`src/rtl/forward_layer_engine_pkg.sv`:
```
// Shared definitions for the forward layer engine and the backpropagator updater:
// FSM state encoding, default geometry and the signed saturation-detect macro.
`ifndef FORWARD_LAYER_ENGINE_PKG_SV
`define FORWARD_LAYER_ENGINE_PKG_SV

// True when signed variable x does not fit in `width` bits (its top bits are not a pure sign copy).
`define SAT_SIGNED(x, width) (!((&(x[$bits(x)-1:(width)-1])) || (~|(x[$bits(x)-1:(width)-1]))))

package forward_layer_engine_pkg;

  localparam int DEF_NEURON_NUM          = 4;
  localparam int DEF_NEURON_OUTPUT_WIDTH = 10;
  localparam int DEF_ACTIVATION_WIDTH    = 9;
  localparam int DEF_WEIGHT_CELL_WIDTH   = 16;
  localparam int DEF_FRACTION_WIDTH      = 8;
  localparam int DEF_LAYER_ADDR_WIDTH    = 2;

  typedef enum logic [1:0] {
    IDLE    = 2'd0,
    COMPUTE = 2'd1,
    OUTPUT  = 2'd2
  } fle_state_e;

endpackage

`endif

```
`src/rtl/forward_layer_engine_if.sv`:
```
// Handshake bundle between the weight/activation sources, the forward engine and the backpropagator.
interface forward_layer_engine_if #(
  parameter int NEURON_NUM          = forward_layer_engine_pkg::DEF_NEURON_NUM,
  parameter int NEURON_OUTPUT_WIDTH = forward_layer_engine_pkg::DEF_NEURON_OUTPUT_WIDTH,
  parameter int ACTIVATION_WIDTH    = forward_layer_engine_pkg::DEF_ACTIVATION_WIDTH,
  parameter int WEIGHT_CELL_WIDTH   = forward_layer_engine_pkg::DEF_WEIGHT_CELL_WIDTH,
  parameter int LAYER_ADDR_WIDTH    = forward_layer_engine_pkg::DEF_LAYER_ADDR_WIDTH
);

  logic [LAYER_ADDR_WIDTH-1:0]                          layer;
  logic                                                 layer_valid;
  logic                                                 layer_ready;
  logic [NEURON_NUM*ACTIVATION_WIDTH-1:0]               a;
  logic                                                 a_valid;
  logic                                                 a_ready;
  logic [NEURON_NUM*NEURON_NUM*WEIGHT_CELL_WIDTH-1:0]   weights;
  logic                                                 weights_valid;
  logic                                                 weights_ready;
  logic [NEURON_NUM*NEURON_OUTPUT_WIDTH-1:0]            z;
  logic [NEURON_NUM*NEURON_OUTPUT_WIDTH-1:0]            z_prev;
  logic [LAYER_ADDR_WIDTH-1:0]                          z_layer;
  logic                                                 z_valid;
  logic                                                 z_ready;
  logic                                                 error;

  modport master (
    output layer, layer_valid, a, a_valid, weights, weights_valid, z_ready,
    input  layer_ready, a_ready, weights_ready, z, z_prev, z_layer, z_valid, error
  );

  modport slave (
    input  layer, layer_valid, a, a_valid, weights, weights_valid, z_ready,
    output layer_ready, a_ready, weights_ready, z, z_prev, z_layer, z_valid, error
  );

endinterface

```
`src/rtl/forward_layer_engine_dot_product_row.sv`:
```
// Combinational N-wide signed MAC of one weight row against unsigned activations,
// followed by a floor shift of the fraction bits and signed saturation.
module forward_layer_engine_dot_product_row #(
  parameter int NEURON_NUM          = 4,
  parameter int NEURON_OUTPUT_WIDTH = 10,
  parameter int ACTIVATION_WIDTH    = 9,
  parameter int WEIGHT_CELL_WIDTH   = 16,
  parameter int FRACTION_WIDTH      = 8
) (
  input  logic [NEURON_NUM*ACTIVATION_WIDTH-1:0]  a,
  input  logic [NEURON_NUM*WEIGHT_CELL_WIDTH-1:0] w_row,
  output logic signed [NEURON_OUTPUT_WIDTH-1:0]   result,
  output logic                                    sat
);

  localparam int N  = NEURON_NUM;
  localparam int OW = NEURON_OUTPUT_WIDTH;
  localparam int AW = ACTIVATION_WIDTH;
  localparam int WW = WEIGHT_CELL_WIDTH;
  localparam int FW = FRACTION_WIDTH;
  localparam int SW = WW + AW + 1 + ((N > 1) ? $clog2(N) : 1);

  // Returns {sat, value}: floor-shift then clamp to the signed OW range.
  function automatic logic [OW:0] shift_sat(input logic signed [SW-1:0] x);
    logic signed [SW-1:0] s;
    logic [OW:0]          r;
    s = x >>> FW;
    if (`SAT_SIGNED(s, OW)) begin
      r = s[SW-1] ? {1'b1, 1'b1, {(OW-1){1'b0}}} : {1'b1, 1'b0, {(OW-1){1'b1}}};
    end else begin
      r = {1'b0, s[OW-1:0]};
    end
    return r;
  endfunction

  logic signed [SW-1:0] acc;
  logic [OW:0]          packed_res;

  always_comb begin
    acc = '0;
    for (int j = 0; j < N; j++) begin
      acc = acc + (SW'($signed(w_row[j*WW +: WW])) * SW'($signed({1'b0, a[j*AW +: AW]})));
    end
    packed_res = shift_sat(acc);
  end

  assign sat    = packed_res[OW];
  assign result = packed_res[OW-1:0];

endmodule

```
`src/rtl/forward_layer_engine.sv`:
```
// Forward pass producer: captures layer/a/W independently, computes z = W*a one row per
// cycle, then presents z with the previous pass's z until the backpropagator accepts it.
module forward_layer_engine
  import forward_layer_engine_pkg::*;
#(
  parameter int NEURON_NUM          = DEF_NEURON_NUM,
  parameter int NEURON_OUTPUT_WIDTH = DEF_NEURON_OUTPUT_WIDTH,
  parameter int ACTIVATION_WIDTH    = DEF_ACTIVATION_WIDTH,
  parameter int WEIGHT_CELL_WIDTH   = DEF_WEIGHT_CELL_WIDTH,
  parameter int FRACTION_WIDTH      = DEF_FRACTION_WIDTH,
  parameter int LAYER_ADDR_WIDTH    = DEF_LAYER_ADDR_WIDTH
) (
  input  logic                   clk,
  input  logic                   rst,
  forward_layer_engine_if.slave  bus
);

  localparam int N  = NEURON_NUM;
  localparam int OW = NEURON_OUTPUT_WIDTH;
  localparam int AW = ACTIVATION_WIDTH;
  localparam int WW = WEIGHT_CELL_WIDTH;
  localparam int LW = LAYER_ADDR_WIDTH;
  localparam int RW = (N > 1) ? $clog2(N) : 1;

  fle_state_e               state_q, state_d;
  logic [RW-1:0]            row_q, row_d;
  logic                     cap_layer_q, cap_layer_d;
  logic                     cap_a_q, cap_a_d;
  logic                     cap_w_q, cap_w_d;
  logic [LW-1:0]            layer_q, layer_d;
  logic [N*AW-1:0]          a_q, a_d;
  logic [N*N*WW-1:0]        w_q, w_d;
  logic signed [OW-1:0]     z_reg_q [N];
  logic signed [OW-1:0]     z_reg_d [N];
  logic signed [OW-1:0]     z_prev_reg_q [N];
  logic signed [OW-1:0]     z_prev_reg_d [N];
  logic                     error_q, error_d;

  logic                     layer_rdy, a_rdy, w_rdy;
  logic [N*WW-1:0]          w_row;
  logic signed [OW-1:0]     row_result;
  logic                     row_sat;
  logic [N*OW-1:0]          z_flat, zp_flat;

  assign layer_rdy = (state_q == IDLE) && !cap_layer_q;
  assign a_rdy     = (state_q == IDLE) && !cap_a_q;
  assign w_rdy     = (state_q == IDLE) && !cap_w_q;
  assign w_row     = w_q[row_q*(N*WW) +: N*WW];

  forward_layer_engine_dot_product_row #(
    .NEURON_NUM          (N),
    .NEURON_OUTPUT_WIDTH (OW),
    .ACTIVATION_WIDTH    (AW),
    .WEIGHT_CELL_WIDTH   (WW),
    .FRACTION_WIDTH      (FRACTION_WIDTH)
  ) u_row (
    .a      (a_q),
    .w_row  (w_row),
    .result (row_result),
    .sat    (row_sat)
  );

  always_comb begin
    state_d      = state_q;
    row_d        = row_q;
    cap_layer_d  = cap_layer_q;
    cap_a_d      = cap_a_q;
    cap_w_d      = cap_w_q;
    layer_d      = layer_q;
    a_d          = a_q;
    w_d          = w_q;
    z_reg_d      = z_reg_q;
    z_prev_reg_d = z_prev_reg_q;
    error_d      = error_q;
    case (state_q)
      IDLE: begin
        if (bus.layer_valid && layer_rdy) begin
          cap_layer_d = 1'b1;
          layer_d     = bus.layer;
        end
        if (bus.a_valid && a_rdy) begin
          cap_a_d = 1'b1;
          a_d     = bus.a;
        end
        if (bus.weights_valid && w_rdy) begin
          cap_w_d = 1'b1;
          w_d     = bus.weights;
        end
        if (cap_layer_d && cap_a_d && cap_w_d) begin
          state_d = COMPUTE;
          row_d   = '0;
        end
      end
      COMPUTE: begin
        z_reg_d[row_q] = row_result;
        if (row_sat) error_d = 1'b1;
        if (row_q == RW'(N-1)) begin
          state_d = OUTPUT;
          row_d   = '0;
        end else begin
          row_d = row_q + RW'(1);
        end
      end
      OUTPUT: begin
        if (bus.z_ready) begin
          z_prev_reg_d = z_reg_q;
          cap_layer_d  = 1'b0;
          cap_a_d      = 1'b0;
          cap_w_d      = 1'b0;
          state_d      = IDLE;
        end
      end
      default: state_d = IDLE;
    endcase
  end

  always_ff @(posedge clk) begin
    if (rst) begin
      state_q     <= IDLE;
      row_q       <= '0;
      cap_layer_q <= 1'b0;
      cap_a_q     <= 1'b0;
      cap_w_q     <= 1'b0;
      layer_q     <= '0;
      error_q     <= 1'b0;
      for (int i = 0; i < N; i++) begin
        z_reg_q[i]      <= '0;
        z_prev_reg_q[i] <= '0;
      end
    end else begin
      state_q      <= state_d;
      row_q        <= row_d;
      cap_layer_q  <= cap_layer_d;
      cap_a_q      <= cap_a_d;
      cap_w_q      <= cap_w_d;
      layer_q      <= layer_d;
      error_q      <= error_d;
      z_reg_q      <= z_reg_d;
      z_prev_reg_q <= z_prev_reg_d;
    end
  end

  // Operand holding registers: only read after their capture flag is set.
  always_ff @(posedge clk) begin
    a_q <= a_d;
    w_q <= w_d;
  end

  always_comb begin
    z_flat  = '0;
    zp_flat = '0;
    for (int i = 0; i < N; i++) begin
      z_flat[i*OW +: OW]  = z_reg_q[i];
      zp_flat[i*OW +: OW] = z_prev_reg_q[i];
    end
  end

  assign bus.layer_ready   = layer_rdy;
  assign bus.a_ready       = a_rdy;
  assign bus.weights_ready = w_rdy;
  assign bus.z             = z_flat;
  assign bus.z_prev        = (layer_q == '0) ? '0 : zp_flat;
  assign bus.z_layer       = layer_q;
  assign bus.z_valid       = (state_q == OUTPUT);
  assign bus.error         = error_q;

endmodule

```
`src/flat_wrapper.sv`:
```
// flat-port wrapper written by rule: the top's interface ports become plain ports
module forward_layer_engine_flat import forward_layer_engine_pkg::*;
#(
  parameter int NEURON_NUM          = DEF_NEURON_NUM,
  parameter int NEURON_OUTPUT_WIDTH = DEF_NEURON_OUTPUT_WIDTH,
  parameter int ACTIVATION_WIDTH    = DEF_ACTIVATION_WIDTH,
  parameter int WEIGHT_CELL_WIDTH   = DEF_WEIGHT_CELL_WIDTH,
  parameter int FRACTION_WIDTH      = DEF_FRACTION_WIDTH,
  parameter int LAYER_ADDR_WIDTH    = DEF_LAYER_ADDR_WIDTH
)
  (clk, rst, bus_layer, bus_layer_valid, bus_a, bus_a_valid, bus_weights, bus_weights_valid, bus_z_ready, bus_layer_ready, bus_a_ready, bus_weights_ready, bus_z, bus_z_prev, bus_z_layer, bus_z_valid, bus_error);
  forward_layer_engine_if #(.NEURON_NUM(NEURON_NUM), .NEURON_OUTPUT_WIDTH(NEURON_OUTPUT_WIDTH), .ACTIVATION_WIDTH(ACTIVATION_WIDTH), .WEIGHT_CELL_WIDTH(WEIGHT_CELL_WIDTH), .LAYER_ADDR_WIDTH(LAYER_ADDR_WIDTH)) bus_i ();
  input  logic clk;
  input  logic rst;
  input wire logic [$bits(bus_i.layer)-1:0] bus_layer;
  input wire logic [$bits(bus_i.layer_valid)-1:0] bus_layer_valid;
  input wire logic [$bits(bus_i.a)-1:0] bus_a;
  input wire logic [$bits(bus_i.a_valid)-1:0] bus_a_valid;
  input wire logic [$bits(bus_i.weights)-1:0] bus_weights;
  input wire logic [$bits(bus_i.weights_valid)-1:0] bus_weights_valid;
  input wire logic [$bits(bus_i.z_ready)-1:0] bus_z_ready;
  output wire logic [$bits(bus_i.layer_ready)-1:0] bus_layer_ready;
  output wire logic [$bits(bus_i.a_ready)-1:0] bus_a_ready;
  output wire logic [$bits(bus_i.weights_ready)-1:0] bus_weights_ready;
  output wire logic [$bits(bus_i.z)-1:0] bus_z;
  output wire logic [$bits(bus_i.z_prev)-1:0] bus_z_prev;
  output wire logic [$bits(bus_i.z_layer)-1:0] bus_z_layer;
  output wire logic [$bits(bus_i.z_valid)-1:0] bus_z_valid;
  output wire logic [$bits(bus_i.error)-1:0] bus_error;
  assign bus_i.layer = bus_layer;
  assign bus_i.layer_valid = bus_layer_valid;
  assign bus_i.a = bus_a;
  assign bus_i.a_valid = bus_a_valid;
  assign bus_i.weights = bus_weights;
  assign bus_i.weights_valid = bus_weights_valid;
  assign bus_i.z_ready = bus_z_ready;
  assign bus_layer_ready = bus_i.layer_ready;
  assign bus_a_ready = bus_i.a_ready;
  assign bus_weights_ready = bus_i.weights_ready;
  assign bus_z = bus_i.z;
  assign bus_z_prev = bus_i.z_prev;
  assign bus_z_layer = bus_i.z_layer;
  assign bus_z_valid = bus_i.z_valid;
  assign bus_error = bus_i.error;
  forward_layer_engine #(.NEURON_NUM(NEURON_NUM), .NEURON_OUTPUT_WIDTH(NEURON_OUTPUT_WIDTH), .ACTIVATION_WIDTH(ACTIVATION_WIDTH), .WEIGHT_CELL_WIDTH(WEIGHT_CELL_WIDTH), .FRACTION_WIDTH(FRACTION_WIDTH), .LAYER_ADDR_WIDTH(LAYER_ADDR_WIDTH)) u_core (.clk(clk), .rst(rst), .bus(bus_i));
endmodule
```
`config.mk`:
```
export PLATFORM = sky130hd
export DESIGN_NAME = forward_layer_engine_flat
export DESIGN_NICKNAME = d
export VERILOG_FILES = /design/src/rtl/forward_layer_engine_pkg.sv /design/src/rtl/forward_layer_engine_if.sv /design/src/rtl/forward_layer_engine_dot_product_row.sv /design/src/rtl/forward_layer_engine.sv /design/src/flat_wrapper.sv
export SDC_FILE = /design/constraint.sdc
export NUM_CORES = 2
export LEC_CHECK = 0
export BUFFER_PORTS_ARGS = -buffer_cell sky130_fd_sc_hd__buf_2
export CORE_MARGIN = 3
export CORE_UTILIZATION = 62
export CTS_CLUSTER_SIZE = 40
export DETAILED_ROUTE_END_ITERATION = 8
export PLACE_DENSITY = 0.91
export SYNTH_ARGS = -nofsm -noshare
export SYNTH_HDL_FRONTEND = slang
export SYNTH_SLANG_ARGS = --single-unit
```
`constraint.sdc`:
```
create_clock -name clk -period 26.3 [get_ports clk]
set_input_delay 3.945 -clock clk [delete_from_list [all_inputs] [get_ports clk]]
set_output_delay 3.945 -clock clk [all_outputs]
set_load 0.1 [all_outputs]
```
# After elaboration in Yosys (flattened, before gate mapping)
# Index checks and enable logic that the tools add are counted.
[op_classes]
add_sub_neg = 4
mul = 4
order_cmp = 2
eq_ne = 6
shifts = 1
muxes = 23
bitwise = 1
n_reduce_logical = 28
[ops]
columns = ["cell", "n"]
rows = [
  ["indexed part select 256 x 9 -> 64 bit", 1],
  ["multiplier 16 x 10 -> 26 bit", 4],
  ["bitwise mux 40 bit", 1],
  ["2-to-1 mux 40 bit", 1],
  ["adder 27 x 26 -> 28 bit", 1],
  ["adder 28 x 26 -> 28 bit", 1],
  ["adder 26 x 26 -> 27 bit", 1],
  ["demux 10 bit (select 2 bit)", 1],
  ["2-to-1 mux 10 bit", 2],
  ["AND reduction 2 bit", 7],
  ["2-to-1 mux 11 bit", 1],
  ["AND reduction 11 bit", 1],
  ["OR reduction 11 bit", 1],
  ["2-to-1 mux 2 bit", 5],
  ["logical AND 1 bit", 9],
  ["2-to-1 mux 1 bit", 7],
  ["one-hot mux 1 bit (2 select lines)", 3],
  ["one-hot mux 2 bit (3 select lines)", 1],
  ["equality test 2 bit (second input constant)", 2],
  ["zero test 1 bit", 4],
  ["zero test 2 bit", 2],
  ["inequality test 2 bit (second input constant)", 2],
  ["one-hot mux 2 bit (2 select lines)", 1],
  ["nonzero test 2 bit", 2],
  ["8 further kinds", 8],
]
[word_totals]
register_bits = 382
in_bits = 300
output_inout_bits = 87
elab_cells = 86

# Logic depth before layout (Yosys ltp)
[logic_depth]
word_depth = 10
mapped_depth = 33
mapped_depth_nobuf = 28

# Modules after synthesis
# Synthesis repeated with hierarchy kept, for this count alone.
[unflattened]
cells_unflattened = 3269
hier_area_um2 = 36598.9
[by_module_without_submodules]
columns = ["module", "n_inst", "cells_per_inst", "area_per_inst_um2", "seq_area_each_um2"]
rows = [
  ["forward_layer_engine_dot_product_row", 1, 2445, 22756.8, 0.0],
  ["forward_layer_engine", 1, 824, 13842.0, 10570.1],
]

# Worst setup path after synthesis
# OpenSTA, ideal clock, no wires.
[synth_timing]
kind = "in2reg"
startpoint = "in bus_weights_valid"
endpoint = "reg u_core.w_q[0], enable pin"
setup_ns = 0.645
t_arrival_ns = 9.731
t_required_ns = 25.655
slack_ns = 15.924
cell_stages = 1
path_buffers = 0
path_cell_list = "and2_1"
[synth_between]
elab_chain_cells = 2
[synth_lines]
columns = ["element", "line", "text"]
rows = [
  ["start, declared", "flat_wrapper.sv:20", "input wire logic [$bits(bus_i.weights_valid)-1:0] bus_weights_valid;"],
  ["logical AND 1 bit", "forward_layer_engine.sv:85", "if (bus.weights_valid && w_rdy) begin"],
  ["AND reduction 2 bit (no source line)", "-", ""],
  ["end signal, assigned", "forward_layer_engine.sv:146", "w_q <= w_d;"],
  ["end, declared", "forward_layer_engine.sv:32", "logic [N*N*WW-1:0] w_q, w_d;"],
]
# Every way passes these cells.
# A chain may end at the register's enable or synchronous reset.

# Final worst setup path
[layout_timing]
startpoint = "reg u_core.row_q[0]"
endpoint = "reg u_core.z_reg_q (netlist bit u_core.bus.z[2])"
[layout_between]
elab_chain_cells = 10
elab_cells_between_ends = 21
[layout_lines]
columns = ["element", "line", "text"]
rows = [
  ["start, declared", "forward_layer_engine.sv:26", "logic [RW-1:0] row_q, row_d;"],
  ["start signal, assigned", "forward_layer_engine.sv:132", "row_q <= row_d;"],
  ["indexed part select 256 x 9 -> 64 bit", "forward_layer_engine.sv:48", "assign w_row = w_q[row_q*(N*WW) +: N*WW];"],
  ["multiplier 16 x 10 -> 26 bit", "forward_layer_engine_dot_product_row.sv:42", "acc = acc + (SW'($signed(w_row[j*WW +: WW])) * SW'($signed({1'b0, a[j*AW +: AW]})));"],
  ["adder 26 x 26 -> 27 bit", "forward_layer_engine_dot_product_row.sv:42", ""],
  ["adder 27 x 26 -> 28 bit", "forward_layer_engine_dot_product_row.sv:42", ""],
  ["adder 28 x 26 -> 28 bit", "forward_layer_engine_dot_product_row.sv:42", ""],
  ["OR reduction 11 bit (no source line)", "-", ""],
  ["zero test 1 bit (no source line)", "-", ""],
  ["logical OR 1 bit (no source line)", "-", ""],
  ["2-to-1 mux 11 bit", "forward_layer_engine_dot_product_row.sv:28", "if (`SAT_SIGNED(s, OW)) begin"],
  ["bitwise mux 40 bit (*)", "forward_layer_engine.sv:95", "z_reg_d[row_q] = row_result;"],
  ["end signal, assigned", "forward_layer_engine.sv:138", "z_reg_q <= z_reg_d;"],
  ["end, declared", "forward_layer_engine.sv:33", "logic signed [OW-1:0] z_reg_q [N];"],
]
# Mark *: on every way between the ends. The rest lies on a longest branch, timed or not.

==> flow_summary.json <==
{
  "synth.area.top_cells": "fa_1 (35%), edfxtp_1 (24%), inv_1 (7.8%)",
  "n_antenna_cell": 0,
  "nNetsFinal": 4684,
  "ant_nets": 0,
  "synth_top_area_frac": 0.351,
  "htree_levels": 2,
  "cts_root_buffer": "clkbuf_16",
  "synthCells": 3221,
  "path_class": "reg2reg",
  "n_fill_cell": 4029,
  "grt_first_pass_wirelength_um": 137000,
  "synthArstFlopShare": 0,
  "initial_core_util": 0.628,
  "grtUsageTotal": 0.292,
  "wire_per_inst_um": 19.8,
  "routabilityCongestion": 1.03,
  "hold_violations": 0,
  "firstDrtPassIters": 7,
  "ys_ff_latch": 382,
  "cp.required_ns": 26.71,
  "outcome": "finished, final reports clean",
  "ctsHoldBuffers": 0,
  "io_buffers": 386,
  "antenna_found_initial": 0,
  "setup-violations-final": 0,
  "cp-end-kind": "flip-flop",
  "cp_slowest_cell": "buf_4",
  "ys_warn_count": 0,
  "worstMarginPinSlew_ns": 1.17,
  "synth.distinct_cells": 61,
  "critPathMaxFanout": 40,
  "met1_usage": 0.348,
  "cap_violations": 0,
  "die_area_um2": 61600,
  "synth_fp_nets": 4334,
  "ios": 387,
  "fin_crit_sh": 0.403,
  "period_needed_ns": 10.59,
  "yosysTopAreaCell": "fa_1",
  "synth_top_flop_cell": "edfxtp_1",
  "synth_seq_area_share": 0.290,
  "insertion_delay_ns": 0.57,
  "drive_above_1_share": 0.149,
  "dp_slack_ns": 15.77,
  "drt_iter0_markers": 1788,
  "core_area_um2": 57900,
  "cts_buffers": 41,
  "route.detailed.drc": 0,
  "setup_slack_ns": 15.71,
  "clockBufferDepth": 3,
  "synth_edf_count": 292,
  "syn_to_final_growth_pct": 10.8,
  "post_cts_buffers": 0,
  "fmax_mhz": 94.5,
  "syn_area_um2": 36400,
  "wl_um": 86600,
  "hp-class": "reg2reg",
  "use_met2": 0.512,
  "cts_resized": 0,
  "busiest_layer": "met2",
  "grt-ovfl-total": 0,
  "grtUsageMet3": 0.0463,
  "grt_max_degree": 92,
  "critPathMaxStageDelay_ns": 0.78,
  "critical_path.startpoint_type": "flip-flop",
  "hpwl_um": 70500,
  "clkTransAtPathRegs_ns": 0.06,
  "crit_arrival_ns": 11.00,
  "die_w_um": 248,
  "setup_tns_ns": 0,
  "skew_ns": 0.0146,
  "cpMostUsedCell": "fa_1",
  "slew_headroom": 0.213,
  "fp-row-count": 88,
  "viasPerCell": 5.60,
  "drv_slew": 0,
  "cts_tree": "yes",
  "num_vias": 24400,
  "grt_pass1_vias": 26700,
  "clkSinkCount": 382,
  "die_y_um": 248,
  "syn_avg_cell_area_um2": 11.3,
  "rsz0062_at_grt": "false"
}
## cell usage after synthesis, types with 3 or more instances
cell type	instances
inv_1	761
xnor2_1	16
o31ai_1	4
mux4_2	64
ha_1	175
nor2b_1	45
clkbuf_1	72
nand3_1	7
o41ai_2	4
nand2b_1	43
dfxtp_1	90
o21ai_0	10
a22oi_1	6
buf_6	3
and2_1	362
nand2_1	344
mux2i_1	3
a21boi_0	3
nor2_1	35
buf_1	14
edfxtp_1	292
xor2_1	12
a21oi_1	89
fa_1	638
nand4b_1	37
o21bai_1	4
nor3_1	10
a2111o_1	3
a31oi_1	29
nand4_1	7
o211ai_1	3
## path summary, 6_finish.rpt
check,from,slack [ns],to,cells after the start
worst max-delay path,u_core.row_q[0]$_SDFFE_PP0P_,15.71,u_core.bus.z[2]$_SDFFE_PP0P_,29
worst min register to register,u_core.z_prev_reg_q[33]$_SDFFE_PP0P_,0.45,u_core.z_prev_reg_q[33]$_SDFFE_PP0P_,2
worst min-delay path,u_core.z_prev_reg_q[33]$_SDFFE_PP0P_,0.45,u_core.z_prev_reg_q[33]$_SDFFE_PP0P_,2
worst max register to register,u_core.row_q[0]$_SDFFE_PP0P_,15.71,u_core.bus.z[2]$_SDFFE_PP0P_,29
## layout by cell type (no fill, tap or decap), types with 3 or more instances in the layout
| cell type | count |
|---|---|
| nand4_1 | 7 |
| o211ai_1 | 3 |
| o21ai_0 | 10 |
| inv_6 | 3 |
| o31ai_1 | 4 |
| clkbuf_1 | 5 |
| nor2b_1 | 45 |
| buf_4 | 11 |
| nor3_1 | 10 |
| fa_1 | 638 |
| a22oi_1 | 6 |
| mux4_2 | 64 |
| xor2_1 | 12 |
| o41ai_2 | 4 |
| nand2_1 | 344 |
| clkinv_1 | 6 |
| a21oi_1 | 89 |
| a21boi_0 | 3 |
| nor2_1 | 34 |
| xnor2_1 | 16 |
| buf_2 | 386 |
| clkbuf_16 | 44 |
| nand2b_1 | 43 |
| inv_1 | 761 |
| o21bai_1 | 4 |
| mux2i_1 | 3 |
| nand4b_1 | 37 |
| a2111o_1 | 3 |
| a31oi_1 | 29 |
| clkbuf_8 | 3 |
| ha_1 | 175 |
| and2_1 | 360 |
| edfxtp_1 | 292 |
| nand3_1 | 7 |
| dfxtp_1 | 88 |
| clkinv_2 | 4 |
## kinds of logic (layout without fill, tap and decap cells)
group / Yosys count / in the layout / synth area share
buffers and inverters: 851 / 1229 / 0.0884
and+or+nand+nor: 905 / 905 / 0.132
adders and majority gates: 813 / 813 / 0.411
xor gates and xnor gates: 28 / 28 / 0.00674
AOI/OAI and AO/OA: 175 / 175 / 0.0307
muxes: 67 / 67 / 0.0404
DFF: 382 / 382 / 0.290
## metal layers
metal / part of all wire / wire, µm
met5: 0.0012 / 102
met4: 0.063 / 5470
met3: 0.074 / 6400
met2: 0.52 / 45000
met1: 0.34 / 29600
## worst max-delay path, delay by kind of cell, from the launching register on
kind / cells / cell delay [ns]
fa+ha+maj: 9 / 4.52
buf+inv: 9 / 1.70
simple gates: 5 / 1.63
compound gates: 5 / 1.02
flops: 1 / 0.76
mux: 1 / 0.73
## sequential cells by signal, summed over array words and instances, names as in the netlist, 2 cells and up
register	flops
u_core.bus.z	40
u_core.z_prev_reg_q	40
u_core.w_q	256
u_core.state_q	2
u_core.a_q	36
u_core.bus.z_layer	2
u_core.row_q	2
## per-stage QoR
stage | area [µm²] | util | cells | hold slack (ns)
after floorplan | 36400 | - | 3221 | 0.432
after global placement | 39000 | 0.674 | 4293 | 0.437
after detailed placement | 39000 | 0.674 | 4293 | 0.442
after CTS | 40300 | 0.696 | 4364 | 0.450
after global routing | 40300 | 0.696 | 4364 | 0.462
final | 40300 | 0.696 | 4364 | 0.448
## area by class of cell
type,count,area [µm²],share of cell area
clock buffer,53,1170,0.0289
clock inverter,18,150,0.00372
inverter,761,2860,0.0708
multi-input combinational,1988,22600,0.561
sequential,382,10600,0.262
tap,765,957,0.0237
timing repair buffer,397,2010,0.0499
Power is left out: the tool's default activity adds up to more than one toggle a clock period on the data nets, which glitch-free logic cannot reach.
